**src/rtl/arcade_ram_bridge.sv**
```systemverilog
// Bridges CPU strobes in the arcade-card RAM window onto a level REQ/ACK memory port.
// Build option: define ARCADE_RAM_WBUF_EN to post CPU writes through a one-entry write buffer.
module arcade_ram_bridge (
    input  logic        CLK,
    input  logic        RST_N,
    input  logic        CPU_RD_N,
    input  logic        CPU_WR_N,
    input  logic [7:0]  CPU_DI,
    input  logic        RAM_CS_N,
    input  logic [20:0] RAM_A,
    output logic [7:0]  CPU_DO,
    output logic        CPU_RDY,
    output logic        MEM_REQ,
    output logic        MEM_WE,
    output logic [20:0] MEM_A,
    output logic [7:0]  MEM_D,
    input  logic        MEM_ACK,
    input  logic [7:0]  MEM_Q,
    output logic        BUSY
);

`ifdef ARCADE_RAM_WBUF_EN
    localparam bit WBUF = 1'b1;
`else
    localparam bit WBUF = 1'b0;
`endif

    typedef enum logic [1:0] {S_IDLE, S_REQ, S_GAP} state_t;

    state_t      state, state_n;
    logic        acc, acc_q;
    logic        start, accept, ack, posted, wb_full, issued;
    logic        stall_q, stall_n, stall_now;
    logic        cur_blk, cur_blk_n;
    logic        pend_v, pend_v_n, pend_we, pend_we_n;
    logic [20:0] pend_a, pend_a_n;
    logic [7:0]  pend_d, pend_d_n;
    logic        wb_v, wb_v_n;
    logic [20:0] wb_a, wb_a_n;
    logic [7:0]  wb_d, wb_d_n;
    logic        mem_we_n;
    logic [20:0] mem_a_n;
    logic [7:0]  mem_d_n, cpu_do_n;

    assign acc     = ~(CPU_RD_N & CPU_WR_N);
    assign start   = acc & ~acc_q & ~RAM_CS_N;
    // A stalled CPU cannot legally start another access, so such a start is dropped.
    assign accept  = start & ~stall_q;
    assign ack     = (state == S_REQ) & MEM_ACK;
    assign posted  = WBUF & ~CPU_WR_N;
    // The in-flight posted write frees its buffer entry in its own ACK cycle.
    assign wb_full = wb_v | ((state == S_REQ) & MEM_WE & ~MEM_ACK);

    assign MEM_REQ = (state == S_REQ);
    assign CPU_RDY = ~(stall_q | stall_now);
    assign BUSY    = (state != S_IDLE) | wb_v | pend_v;

    always_comb begin
        // NOTE: every next-value signal gets its hold value first so no path can infer a latch.
        state_n   = state;
        stall_n   = stall_q;
        stall_now = 1'b0;
        cur_blk_n = cur_blk;
        pend_v_n  = pend_v;
        pend_we_n = pend_we;
        pend_a_n  = pend_a;
        pend_d_n  = pend_d;
        wb_v_n    = wb_v;
        wb_a_n    = wb_a;
        wb_d_n    = wb_d;
        mem_we_n  = MEM_WE;
        mem_a_n   = MEM_A;
        mem_d_n   = MEM_D;
        cpu_do_n  = CPU_DO;
        issued    = 1'b0;

        if (ack) begin
            state_n = S_GAP;
            if (!MEM_WE) cpu_do_n = MEM_Q;
            if (cur_blk) stall_n = 1'b0;
            // A write stalled on a full buffer takes the entry in the previous write's ACK cycle.
            if (WBUF && MEM_WE && pend_v && pend_we) begin
                wb_v_n   = 1'b1;
                wb_a_n   = pend_a;
                wb_d_n   = pend_d;
                pend_v_n = 1'b0;
                stall_n  = 1'b0;
            end
        end else if (state != S_REQ) begin
            // Buffered write drains before a queued read, so reads never bypass writes.
            if (wb_v) begin
                state_n   = S_REQ;
                mem_we_n  = 1'b1;
                mem_a_n   = wb_a;
                mem_d_n   = wb_d;
                cur_blk_n = 1'b0;
                wb_v_n    = 1'b0;
                issued    = 1'b1;
            end else if (pend_v && !(WBUF && pend_we)) begin
                state_n   = S_REQ;
                mem_we_n  = pend_we;
                mem_a_n   = pend_a;
                mem_d_n   = pend_d;
                cur_blk_n = 1'b1;
                pend_v_n  = 1'b0;
                issued    = 1'b1;
            end else begin
                state_n = S_IDLE;
            end
        end

        if (accept) begin
            if (posted && !wb_full) begin
                if (state != S_REQ && !issued) begin
                    state_n   = S_REQ;
                    mem_we_n  = 1'b1;
                    mem_a_n   = RAM_A;
                    mem_d_n   = CPU_DI;
                    cur_blk_n = 1'b0;
                end else begin
                    wb_v_n = 1'b1;
                    wb_a_n = RAM_A;
                    wb_d_n = CPU_DI;
                end
            end else begin
                stall_now = 1'b1;
                stall_n   = 1'b1;
                if (state != S_REQ && !issued) begin
                    state_n   = S_REQ;
                    mem_we_n  = ~CPU_WR_N;
                    mem_a_n   = RAM_A;
                    mem_d_n   = CPU_DI;
                    cur_blk_n = 1'b1;
                end else begin
                    pend_v_n  = 1'b1;
                    pend_we_n = ~CPU_WR_N;
                    pend_a_n  = RAM_A;
                    pend_d_n  = CPU_DI;
                end
            end
        end
    end

    always_ff @(posedge CLK) begin
        // NOTE: sequential state uses <= so every flop samples the same pre-edge values.
        if (!RST_N) begin
            state   <= S_IDLE;
            acc_q   <= 1'b0;
            stall_q <= 1'b0;
            cur_blk <= 1'b0;
            pend_v  <= 1'b0;
            pend_we <= 1'b0;
            pend_a  <= '0;
            pend_d  <= '0;
            wb_v    <= 1'b0;
            wb_a    <= '0;
            wb_d    <= '0;
            MEM_WE  <= 1'b0;
            MEM_A   <= '0;
            MEM_D   <= '0;
            CPU_DO  <= 8'hFF;
        end else begin
            state   <= state_n;
            acc_q   <= acc;
            stall_q <= stall_n;
            cur_blk <= cur_blk_n;
            pend_v  <= pend_v_n;
            pend_we <= pend_we_n;
            pend_a  <= pend_a_n;
            pend_d  <= pend_d_n;
            wb_v    <= wb_v_n;
            wb_a    <= wb_a_n;
            wb_d    <= wb_d_n;
            MEM_WE  <= mem_we_n;
            MEM_A   <= mem_a_n;
            MEM_D   <= mem_d_n;
            CPU_DO  <= cpu_do_n;
        end
    end

endmodule

```
**config.mk**
```make
export PLATFORM = sky130hd
export DESIGN_NAME = arcade_ram_bridge
export DESIGN_NICKNAME = d
export VERILOG_FILES = /design/src/rtl/arcade_ram_bridge.sv
export SDC_FILE = /design/constraint.sdc
export NUM_CORES = 1
export LEC_CHECK = 0
export CORE_MARGIN = 2
export CORE_UTILIZATION = 40
export CTS_BUF_LIST = sky130_fd_sc_hd__clkbuf_16
export DETAILED_ROUTE_END_ITERATION = 16
export PLACE_DENSITY = 0.74
export SKIP_LAST_GASP = 1
export SYNTH_ARGS = -nofsm -noshare
export SYNTH_HDL_FRONTEND = slang
export SYNTH_SLANG_ARGS = --single-unit
```
**constraint.sdc**
```tcl
create_clock -name CLK -period 3.32 [get_ports CLK]
set_input_delay 0.332 -clock CLK [delete_from_list [all_inputs] [get_ports CLK]]
set_output_delay 0.332 -clock CLK [all_outputs]
set_load 0.02 [all_outputs]
```
* Word level (Yosys, flattened, before mapping)
Cells that the tools add are included.
** Word-level totals
- Logic and storage cells :: 73
- Output and inout port bits :: 41
- Register bits :: 74
** Operators by class
- Reductions and logical operators :: 8
- Eq/ne operators :: 2
- Mux-type cells :: 36
- Bitwise logic cells :: 15
** Operators with widths (count)
- $mux 21 :: 5
- $mux 8 :: 5
- $mux 1 :: 22
- $mux 2 :: 4
- $not 1->1 :: 8
- $reduce_and 2->1 :: 3
- $reduce_bool 2->1 :: 3
- $and 1x1->1 :: 5
- $eq 2x1->1 const B :: 1
- $ne 2x1->1 const B :: 1
- $or 1x1->1 :: 2
- $logic_and 1x1->1 :: 1
- $logic_not 1->1 :: 1

* Logic depth before layout (Yosys ltp)
- Depth in word-level cells :: 8
- Gate-level depth with buffers :: 7
- Mapped depth without buffers :: 4

* Least setup slack after synthesis
Ideal clock, no wire load.
- Kind :: register -> output
- From :: register (tool-made name)
- To :: output BUSY
- Stages on the path, launching flop included :: 4
- Setup slack :: 1.847 ns
- Data arrival time :: 1.141 ns
- Required time :: 2.988 ns
- Cell sequence :: dfxtp_1 > clkbuf_1 > clkbuf_1 > or3_1
** RTL lines
- end: declaration :: line 19 : output logic BUSY

==> out/metrics.json <==
{
  "layout": {
    "post-route-util": 0.570,
    "multiInputGateArea_sq_um": 1560,
    "layout_net_count": 468,
    "n_fill_cell": 676,
    "antennaDiodeCount": 0,
    "layout-drive-gt1-share": 0.0721,
    "finish.instance_area_sq_um": 4430,
    "seqCellArea_sq_um": 1480,
    "area_growth_pct": 37.4,
    "final-instance-count-excl-fill": 532
  },
  "logic_synthesis": {
    "synth_top_cell_by_area": "sky130_fd_sc_hd__dfxtp_1",
    "post-synth-top-area-fraction": 0.460,
    "post_synth_fa_ha_maj_area_fraction": 0,
    "ys_top_cells_by_area": "sky130_fd_sc_hd__dfxtp_1, sky130_fd_sc_hd__mux2i_1, sky130_fd_sc_hd__o41ai_1",
    "yosys.cell_count.top_type": "sky130_fd_sc_hd__dfxtp_1",
    "sequential_cell_area_fraction_in_the_yosys_report": 0.460,
    "synth_enable_flop_cells": 0,
    "postSynthRegisterBits": 74,
    "synth_compound_area_frac": 0.226,
    "synth_simple_gate_area_share": 0.139,
    "synth_area_per_cell_sq_um": 8.85,
    "dominantRegCellSynth": "sky130_fd_sc_hd__dfxtp_1",
    "post_synth_xor_area_fraction": 0,
    "yosysWarnings": 0,
    "library_cells_used_by_synthesis": 28,
    "async_flop_share": 0,
    "mappedNetlistArea_sq_um": 3220,
    "muxShareOfSynthArea": 0.115,
    "synth_commonest_cells": "sky130_fd_sc_hd__dfxtp_1, sky130_fd_sc_hd__nand2_1, sky130_fd_sc_hd__mux2i_1",
    "postSynthNetCount": 407,
    "post_synth_inst_count": 364,
    "main_combinational_cell_family_by_area_after_synthesis": "compound AO/OA/AOI/OAI gates"
  },
  "min_path": {
    "hold_path.class": "flop to flop",
    "endpoint_worst_hold": "pend_d[2]",
    "min_delay_path_depth": 2,
    "holdCritStartpoint": "pend_d[2]"
  },
  "power": {
    "max-vdd-ir-drop_mv": 0.254,
    "cellLeakagePower_uw": 0.00149,
    "powerDensity_nw_per_um2": 550
  },
  "global_route": {
    "track_usage": 0.191,
    "grt_pass1_wl_mm": 13.4,
    "grt_antenna_before_repair": 0,
    "pin_count_of_the_biggest_net_entering_global_routing": 65,
    "first_global_vias": 2795,
    "grt.overflow.total": 0
  },
  "sta": {
    "maxClockFrequency_ghz": 0.429,
    "post-route-period-util": 0.703,
    "worst_slew_pin_slew_ps": 931,
    "finalHoldViolations": 0,
    "maxSlewHeadroom": 0.379,
    "finalCriticalPeriod_ps": 2330,
    "timing.final.max_slew_violations": 0,
    "final_critical_path_setup_slack_ps": 987,
    "grt_setup_unrepaired": "false",
    "setup-violations-final": 0,
    "fin_tns_setup_ps": 0,
    "largest_clock_skew_in_the_final_design_ps": 6.09
  },
  "critical_path": {
    "critical_path.cell_chain": "buf_4 -> or3_1 -> clkdlybuf4s50_1",
    "timing.setup.critical_path_class": "flop to output port",
    "cp_num_buf_inv": 2,
    "arrival_ps": 2000,
    "critical-path-top-delay-family": "buffers and inverters",
    "critical_path.max_stage_delay_ps": 600,
    "regToRegSetupSlack_ps": 1250,
    "crit_path_start_kind": "flop",
    "slowest_stage": "sky130_fd_sc_hd__clkdlybuf4s50_1",
    "crit_path_capture_type": "output port",
    "rr_worst_depth": 4,
    "crit_fanout": 64,
    "critPathRequiredTime_ps": 2990,
    "r2r-end": "MEM_A[1]"
  },
  "drt": {
    "drt_iter0_drc": 238,
    "routed_via_density": 5.66,
    "dr.pass1.iters": 5,
    "wire_length_after_detailed_routing_mm": 8.34,
    "routed_wire_length_per_instance_microns": 15.7,
    "detailroute.via_count": 3010,
    "drc_errors": 0,
    "antenna_left": 0
  },
  "die": {
    "num_rows": 32,
    "die_footprint_sq_um": 8790,
    "start_util": 0.415,
    "num_io_pins": 84,
    "die_h_microns": 93.7,
    "core_area_sq_um": 7770,
    "floorplan.die.width_microns": 93.7
  },
  "placement": {
    "place_inst": 516,
    "dp_worst_setup_slack_ps": 875,
    "hpwlAfterDp_mm": 5.30,
    "globalplace.congestion": 0.760,
    "placement.cell_area_sq_um": 4090,
    "port-buffer-count": 83
  },
  "clocking": {
    "cts.repair_timing.setup_buffer_count": 0,
    "cts.sinks": 74,
    "cts_made_buffers": 9,
    "cts-htree-levels": 3,
    "max-clock-path-buffers": 2,
    "cts.repair.resized": 0,
    "cts_tree": "built",
    "worst_setup_hold_path_clk_slew_ps": 60,
    "count_of_hold_buffers_inserted_by_post_cts_repair": 0,
    "worstSkewPairLatency_ps": 340,
    "clockRootBuffer": "sky130_fd_sc_hd__clkbuf_16"
  },
  "status": {
    "outcome": "finished clean"
  },
  "flow_run": {
    "max_cap_viol_count": 0
  }
}
## metal layers
layer	up-vias	GRT usage	wire, microns
met4	0	0.0676	123
met3	11	0.0514	551
met5	-	0	0
met2	101	0.311	3850
li1	1464	-	-
met1	1434	0.244	3810
## how the worst max path moves through the flow
| stage | slack (ps) | end | depth (start not counted) | from |
|---|---|---|---|---|
| 6_report | 990 | BUSY | 3 | flop |
| 5_1_grt | 920 | BUSY | 3 | flop |
| 4_1_cts | 990 | BUSY | 3 | flop |
| 3_5_place_dp | 870 | pend_a[1] | 5 | CPU_WR_N |
| 3_3_place_gp | 960 | pend_d[4] | 5 | CPU_WR_N |
| 2_1_floorplan | 1850 | BUSY | 3 | flop |
## cell type report
class / count / share of cell area
inverter: 3 / 0.00254
clock inverter: 7 / 0.0266
tap: 102 / 0.0288
multi-input combinational: 245 / 0.352
timing repair buffer: 92 / 0.205
clock buffer: 9 / 0.0509
sequential: 74 / 0.335
## cells by family after synthesis
| group | count (synthesis) |
|---|---|
| AOI/OAI and AO/OA | 103 |
| buffers and inverters | 45 |
| DFF | 74 |
| muxes | 37 |
| and+or+nand+nor | 105 |
## power breakdown
| group | total [uW] | switching [uW] | internal [uW] |
|---|---|---|---|
| registers | 962 | 26.2 | 936 |
| logic | 363 | 196 | 167 |
| clock network | 1110 | 379 | 732 |
## worst reg2reg max path, stage by stage, from the launching register on
cell and delay (ps):
sky130_fd_sc_hd__dfxtp_2 320, sky130_fd_sc_hd__inv_1 670, sky130_fd_sc_hd__nand3_1 470, sky130_fd_sc_hd__buf_4 370
sky130_fd_sc_hd__a31oi_1 180
## cells in the final DEF (no fill, tap or decap), drive strengths merged, types with 3 or more instances in the layout
cell           netlist  final
a31oi               30     30
buf                  7     10
bufinv               0      3
clkbuf              35      9
clkdlybuf4s50        0     82
dfxtp               74     74
inv                  3      3
mux2i               37     37
nand2               69     69
nand3               31     31
o21ai               31     31
o41ai               30     30
## through the flow
stage	total power (uW)	hold WS [ps]
final	2440	459
after global routing	2520	472
after CTS	2450	460
after detailed placement	1340	447
after global placement	1340	442
after floorplan	1170	435
## flip-flops by register name, summed over array words and instances (netlist names), named ones only
name and flops:
pend_d 8, acc_q 1, MEM_A 21, CPU_DO 8, pend_a 21, MEM_WE 1
state 2, stall_q 1, MEM_D 8, pend_we 1, cur_blk 1
Note: power is estimated with default switching activity, not from simulation.
